## config.mk

```make
export PLATFORM = sky130hd
export DESIGN_NAME = seven_seg_scan_decoder
export DESIGN_NICKNAME = d
export VERILOG_FILES = /design/src/rtl/sevenseg_pkg.sv /design/src/rtl/seg_pattern_decode.sv /design/src/rtl/seven_seg_scan_decoder.sv
export SDC_FILE = /design/constraint.sdc
export NUM_CORES = 1
export LEC_CHECK = 0
export CAP_MARGIN = 20
export CORE_MARGIN = 10
export CORE_UTILIZATION = 40
export DETAILED_ROUTE_END_ITERATION = 8
export PLACE_DENSITY = 0.61
export SYNTH_ARGS = -nofsm -noshare
export SYNTH_HDL_FRONTEND = slang
export SYNTH_HIERARCHICAL = 1
export SYNTH_SLANG_ARGS = --single-unit
```

## constraint.sdc

```tcl
create_clock -name clk -period 6.75 [get_ports clk]
set_input_delay 1.6875 -clock clk [delete_from_list [all_inputs] [get_ports clk]]
set_output_delay 1.6875 -clock clk [all_outputs]
set_load 0.01 [all_outputs]
```

## src/rtl/sevenseg_pkg.sv

```systemverilog
// rtl/sevenseg_pkg.sv - shared constants, types and helpers for seven-segment scan decoding
package sevenseg_pkg;

  localparam int NUM_DIGITS = 8;

  // Active-high gfedcba patterns; the array index is the displayed hex value.
  localparam logic [6:0] SEG_DECODE [0:15] = '{
    7'h3F, 7'h06, 7'h5B, 7'h4F, 7'h66, 7'h6D, 7'h7D, 7'h07,
    7'h7F, 7'h6F, 7'h77, 7'h7C, 7'h39, 7'h5E, 7'h79, 7'h71
  };

  localparam logic [6:0] SEG_BLANK = 7'h00;

  typedef enum logic [1:0] {
    IDLE     = 2'd0,
    SETTLING = 2'd1,
    HELD     = 2'd2
  } scan_state_t;

  // True when exactly one active-low anode is driven.
  function automatic logic one_anode_low(input logic [NUM_DIGITS-1:0] an);
    int n;
    n = 0;
    for (int i = 0; i < NUM_DIGITS; i++) begin
      if (!an[i]) n++;
    end
    return (n == 1);
  endfunction

  // Index of the low anode; only meaningful when one_anode_low() holds.
  function automatic logic [2:0] low_anode_index(input logic [NUM_DIGITS-1:0] an);
    logic [2:0] idx;
    idx = 3'd0;
    for (int i = 0; i < NUM_DIGITS; i++) begin
      if (!an[i]) idx = 3'(i);
    end
    return idx;
  endfunction

endpackage

```

## src/rtl/seg_pattern_decode.sv

```systemverilog
// rtl/seg_pattern_decode.sv - active-high segment pattern to hex value lookup
module seg_pattern_decode
  import sevenseg_pkg::*;
(
  input  logic [6:0] pattern,
  output logic [3:0] value,
  output logic       hit,
  output logic       blank
);

  // Table search; blank is reported separately because it is not a table entry.
  always_comb begin
    value = 4'h0;
    hit   = 1'b0;
    for (int i = 0; i < 16; i++) begin
      if (pattern == SEG_DECODE[i]) begin
        value = 4'(i);
        hit   = 1'b1;
      end
    end
    blank = (pattern == SEG_BLANK);
  end

endmodule

```

## src/rtl/seven_seg_scan_decoder.sv

```systemverilog
// rtl/seven_seg_scan_decoder.sv - rebuilds eight hex digits from multiplexed display lines
module seven_seg_scan_decoder
  import sevenseg_pkg::*;
#(
  parameter int SETTLE_CYCLES  = 8,
  parameter int TIMEOUT_CYCLES = 400000
) (
  input  logic        clk,
  input  logic        rst,
  input  logic [7:0]  an,
  input  logic [6:0]  seg,
  input  logic        dp,
  output logic [31:0] digits,
  output logic [7:0]  dp_out,
  output logic [7:0]  blank,
  output logic [7:0]  digit_err,
  output logic        frame_done,
  output logic [7:0]  frame_count,
  output logic        scan_lost
);

  localparam int CNT_W = $clog2(SETTLE_CYCLES + 1);
  localparam int WD_W  = $clog2(TIMEOUT_CYCLES + 1);
  localparam logic [CNT_W-1:0] CNT_ONE    = CNT_W'(1);
  localparam logic [CNT_W-1:0] CNT_SETTLE = CNT_W'(SETTLE_CYCLES);
  localparam logic [WD_W-1:0]  WD_MAX     = WD_W'(TIMEOUT_CYCLES);
  localparam logic [WD_W-1:0]  WD_LAST    = WD_W'(TIMEOUT_CYCLES - 1);

  // Sample layout {an[7:0], seg[6:0], dp}; all-ones is the "nothing driven" state.
  logic [15:0]      samp;
  logic [15:0]      prev;
  scan_state_t      state;
  logic [CNT_W-1:0] cnt;
  logic [WD_W-1:0]  wd;
  logic [7:0]       seen;

  logic             valid;
  logic             stable;
  logic             changed;
  logic             capture;
  logic [2:0]       idx;
  logic [7:0]       idx_mask;
  logic [6:0]       pattern;
  logic [3:0]       dec_value;
  logic             dec_hit;
  logic             dec_blank;

  assign valid    = one_anode_low(samp[15:8]);
  assign changed  = (samp != prev);
  assign stable   = valid && !changed;
  assign idx      = low_anode_index(samp[15:8]);
  assign idx_mask = 8'h01 << idx;
  assign pattern  = ~samp[7:1];
  // Capture fires on the first stable sample after the count has reached the settle length.
  assign capture  = (state == SETTLING) && stable && (cnt == CNT_SETTLE);

  seg_pattern_decode u_decode (
    .pattern (pattern),
    .value   (dec_value),
    .hit     (dec_hit),
    .blank   (dec_blank)
  );

  // Input stage: current and previous sample of the raw display lines.
  always_ff @(posedge clk or posedge rst) begin
    if (rst) begin
      samp <= 16'hFFFF;
      prev <= 16'hFFFF;
    end else begin
      samp <= {an, seg, dp};
      prev <= samp;
    end
  end

  // Settle FSM: a digit must hold still for the settle window before it is captured.
  always_ff @(posedge clk or posedge rst) begin
    if (rst) begin
      state <= IDLE;
      cnt   <= '0;
    end else begin
      case (state)
        IDLE: begin
          if (valid) begin
            state <= SETTLING;
            cnt   <= CNT_ONE;
          end
        end
        SETTLING: begin
          if (!valid) begin
            state <= IDLE;
            cnt   <= '0;
          end else if (!stable) begin
            cnt <= CNT_ONE;
          end else if (cnt == CNT_SETTLE) begin
            state <= HELD;
          end else begin
            cnt <= cnt + CNT_ONE;
          end
        end
        HELD: begin
          if (changed) begin
            if (valid) begin
              state <= SETTLING;
              cnt   <= CNT_ONE;
            end else begin
              state <= IDLE;
              cnt   <= '0;
            end
          end
        end
        default: begin
          state <= IDLE;
          cnt   <= '0;
        end
      endcase
    end
  end

  // Per-digit result registers, written only by a capture.
  always_ff @(posedge clk or posedge rst) begin
    if (rst) begin
      digits    <= '0;
      dp_out    <= '0;
      blank     <= 8'hFF;
      digit_err <= '0;
    end else if (capture) begin
      digits[4*idx +: 4] <= dec_hit ? dec_value : 4'h0;
      blank[idx]         <= !dec_hit && dec_blank;
      digit_err[idx]     <= !dec_hit && !dec_blank;
      dp_out[idx]        <= ~samp[0];
    end
  end

  // Frame tracking and scan watchdog; a capture always wins over a same-cycle timeout.
  always_ff @(posedge clk or posedge rst) begin
    if (rst) begin
      seen        <= '0;
      frame_done  <= 1'b0;
      frame_count <= '0;
      wd          <= '0;
      scan_lost   <= 1'b0;
    end else begin
      frame_done <= 1'b0;
      if (capture) begin
        wd        <= '0;
        scan_lost <= 1'b0;
        if ((seen | idx_mask) == 8'hFF) begin
          seen        <= '0;
          frame_done  <= 1'b1;
          frame_count <= frame_count + 8'd1;
        end else begin
          seen <= seen | idx_mask;
        end
      end else if (wd != WD_MAX) begin
        wd <= wd + 1'b1;
        if (wd == WD_LAST) begin
          scan_lost <= 1'b1;
          seen      <= '0;
        end
      end
    end
  end

endmodule

```

==> results.json <==
{
  "worst_slew_pin_slew_ns": 0.892,
  "synth_top_family_by_area": "simple AND/OR/NAND/NOR gates",
  "gp_congestion": 0.849,
  "postCtsHoldBufs": 0,
  "grt_pass1_wl_mm": 26.5,
  "grt_pass1_vias": 4955,
  "path_common_cell": "ha_1",
  "cts_sinks": 131,
  "ir_worst_vdd_v": 0.000181,
  "row_count": 47,
  "drive_above_1_share_pct": 21.8,
  "async_flop_share_pct": 100,
  "worst_hold_slack_ns": 0.380,
  "synthSimpleGateAreaFrac_pct": 17.6,
  "skew_ns": 0.0179,
  "yosys-top-cells-count": "dfrtp_1, mux2_2, nor2_1",
  "synth_cell_types": 74,
  "cts-resized-gates": 0,
  "maxSlewViolCount": 0,
  "synth_mux_area_share_pct": 10.1,
  "viasPerCell": 5.21,
  "cp-start-kind": "flop",
  "critical_path.max_stage_delay_ns": 0.62,
  "antenna_found_initial": 0,
  "synth_seq_area_share_pct": 49.7,
  "grt.total_usage_pct": 15.1,
  "wire_per_inst_um": 18.0,
  "place_hpwl_mm": 11.7,
  "yosysMostFrequentCell": "dfrtp_1",
  "dr.pass1.iters": 4,
  "synth_top_area_cell": "dfrtp_1",
  "path_buf_inv": 2,
  "cp.arrival_ns": 6.63,
  "path_max_fanout": 17,
  "ys.flop_type": "dfrtp_1",
  "overflow": 0,
  "synth_seq_cells": 131,
  "synth_edf_count": 0,
  "cts_buffer_depth": 2,
  "syn_inst": 595,
  "placed_cells": 874,
  "synthToLayoutAreaGrowth_pct": 24.5,
  "ys_warn_count": 6,
  "finalCritPeriodShare_pct": 93.7,
  "finalSetupViolCount": 0,
  "synth_top_area_share_pct": 34.0,
  "powerDensity_mw_per_mm2": 236,
  "design.die.area_mm2": 0.0223,
  "outcome": "complete, no violations",
  "io_pins": 84,
  "die_h_um": 149,
  "vias": 4722,
  "h-tree-depth": 4,
  "synth_nets": 631,
  "leakage_nw": 3.58,
  "synth-xor-area-share_pct": 7.90,
  "maxSlewHeadroom_pct": 40.4,
  "fin_util_pct": 50.5,
  "core-area_mm2": 0.0165,
  "nets": 710,
  "clkTransAtPathRegs_ns": 0.06,
  "avgSynthCellArea_um2": 11.3,
  "initial_core_util_pct": 40.5,
  "ant_nets": 0,
  "port-buffer-count": 83,
  "cts_buffers": 17,
  "cts_tree": "yes",
  "use_met1_pct": 18.9,
  "syn-cell-area_mm2": 0.00670,
  "grtUsageMet2_pct": 24.1,
  "synth_adder_area_share_pct": 3.36,
  "rsz0062_at_grt": "true",
  "drv_cap": 0,
  "detail_route.wirelength_mm": 16.4,
  "post-route-min-period_ns": 6.32,
  "reg2reg_setup_slack_ns": 0.43,
  "finalHoldViolations": 0,
  "finalSetupTns_ns": 0,
  "grt_busiest_layer": "met2",
  "drc": 0,
  "cts-root-buf": "clkbuf_16",
  "grt_util_met3_pct": 5.56,
  "path_class": "flop to flop",
  "n_antenna_cell": 0,
  "first_iter_violations": 232,
  "crit_chain": "inv_1 > ha_1 > xnor2_2 > ha_1 > nand2b_1 > nand2_1 > ha_1 > nor2_1 > a31oi_1 > ha_1 > nand2b_1 > nand2_1 > ha_1 > o32ai_1 > inv_1 > ha_1 > nor2b_1 > xnor2_1 > or2_2 > a211oi_1 > a2bb2oi_2 > nand3_4 > nor4b_2 > mux2_2",
  "cts_setup_buffers": 0,
  "ys_top_cells_by_area": "dfrtp_1, dfstp_2, mux2_2",
  "slowest_stage": "nor4b_2",
  "grt_max_degree": 91,
  "stdcell_count": 907,
  "path_delay_family": "simple AND/OR/NAND/NOR gates",
  "min_path_type": "flop to flop",
  "synth_compound_area_share_pct": 7.79,
  "fmax_ghz": 0.158,
  "required_ns": 7.06,
  "dieWidth_um": 149,
  "endpoint_kind": "flop",
  "worstSkewPairLatency_ns": 0.42
}
-- where the power goes --
group          internal [mW]  switching [mW]  leakage (nW)
clock                  0.558           0.361         0.273
sequential             0.809          0.0230          1.67
combinational         0.0921           0.123          1.64
total                   1.46           0.507          3.58
-- metal layers --
| layer | vias to the layer above | share of wire, % |
|---|---|---|
| li1 | 2257 | - |
| met1 | 2353 | 45 |
| met2 | 101 | 48 |
| met3 | 11 | 6.1 |
| met4 | 0 | 1.0 |
| met5 | - | 0 |
-- cells in the final DEF, fill, tap and decap left out, types with 11 or more instances in the layout --
| cell type | netlist | routed |
|---|---|---|
| clkbuf_16 | 0 | 17 |
| nand2_1 | 32 | 32 |
| o21ai_0 | 11 | 11 |
| ha_1 | 18 | 18 |
| xnor2_1 | 32 | 32 |
| inv_1 | 34 | 33 |
| a21oi_1 | 12 | 12 |
| nand3_1 | 29 | 29 |
| nor2_1 | 41 | 41 |
| clkdlybuf4s50_1 | 0 | 83 |
| mux2_2 | 46 | 46 |
| xor2_1 | 17 | 17 |
| dfstp_2 | 40 | 40 |
| dfrtp_1 | 91 | 91 |
| nor3_1 | 14 | 14 |
-- per-stage QoR --
stage               setup WS [ns]  power [mW]  instance area (um2)
finish                      0.428        1.97                 8340
global route             -0.00654        2.06                 8340
CTS                         0.462        1.98                 8310
detailed placement          0.483        1.06                 7720
global placement            0.678        1.05                 7720
floorplan                    1.13        1.00                 6700
-- cells by family after synthesis --
group	Yosys count
adders and majority gates	18
AOI/OAI and AO/OA	71
muxes	60
DFF	131
buffers and inverters	61
xor gates and xnor gates	54
and+or+nand+nor	200
-- final cells by class --
cell class,instances,area (um2)
clock buffer,19,443
clock inverter,13,146
fill,1461,8180
inverter,34,130
multi-input combinational,403,3140
sequential,131,3330
tap,220,275
timing repair buffer,87,881
-- worst register-to-register path, delay by kind of cell (launching register included) --
family	cells	cell delay, ns
buf+inv	2	0.13
fa+ha+maj	6	1.66
xor+xnor	2	0.48
compound gates	4	1.14
mux	1	0.40
simple gates	9	1.84
flops	1	0.57
-- path summary, 6_finish.rpt --
check / start / endpoint / depth (start not counted)
worst max-delay path: samp[8]$_DFF_PP1_ / digits[17]$_DFFE_PP0P_ / 24
worst min-delay path: samp[7]$_DFF_PP1_ / prev[7]$_DFF_PP1_ / 0
worst max register to register: samp[8]$_DFF_PP1_ / digits[17]$_DFFE_PP0P_ / 24
worst min register to register: samp[7]$_DFF_PP1_ / prev[7]$_DFF_PP1_ / 0
max in group asynchronous: rst / samp[15]$_DFF_PP1_ / 3
min in group asynchronous: rst / wd[7]$_DFFE_PP0P_ / 2
-- state kept, by name, indices dropped and copies added (netlist names) --
| name | count |
|---|---|
| blank | 8 |
| cnt | 4 |
| digit_err | 8 |
| digits | 32 |
| dp_out | 8 |
| frame_count | 8 |
| frame_done | 1 |
| prev | 16 |
| samp | 16 |
| scan_lost | 1 |
| seen | 8 |
| state | 2 |
| wd | 19 |
No activity file was read; power rests on OpenSTA's default activity.
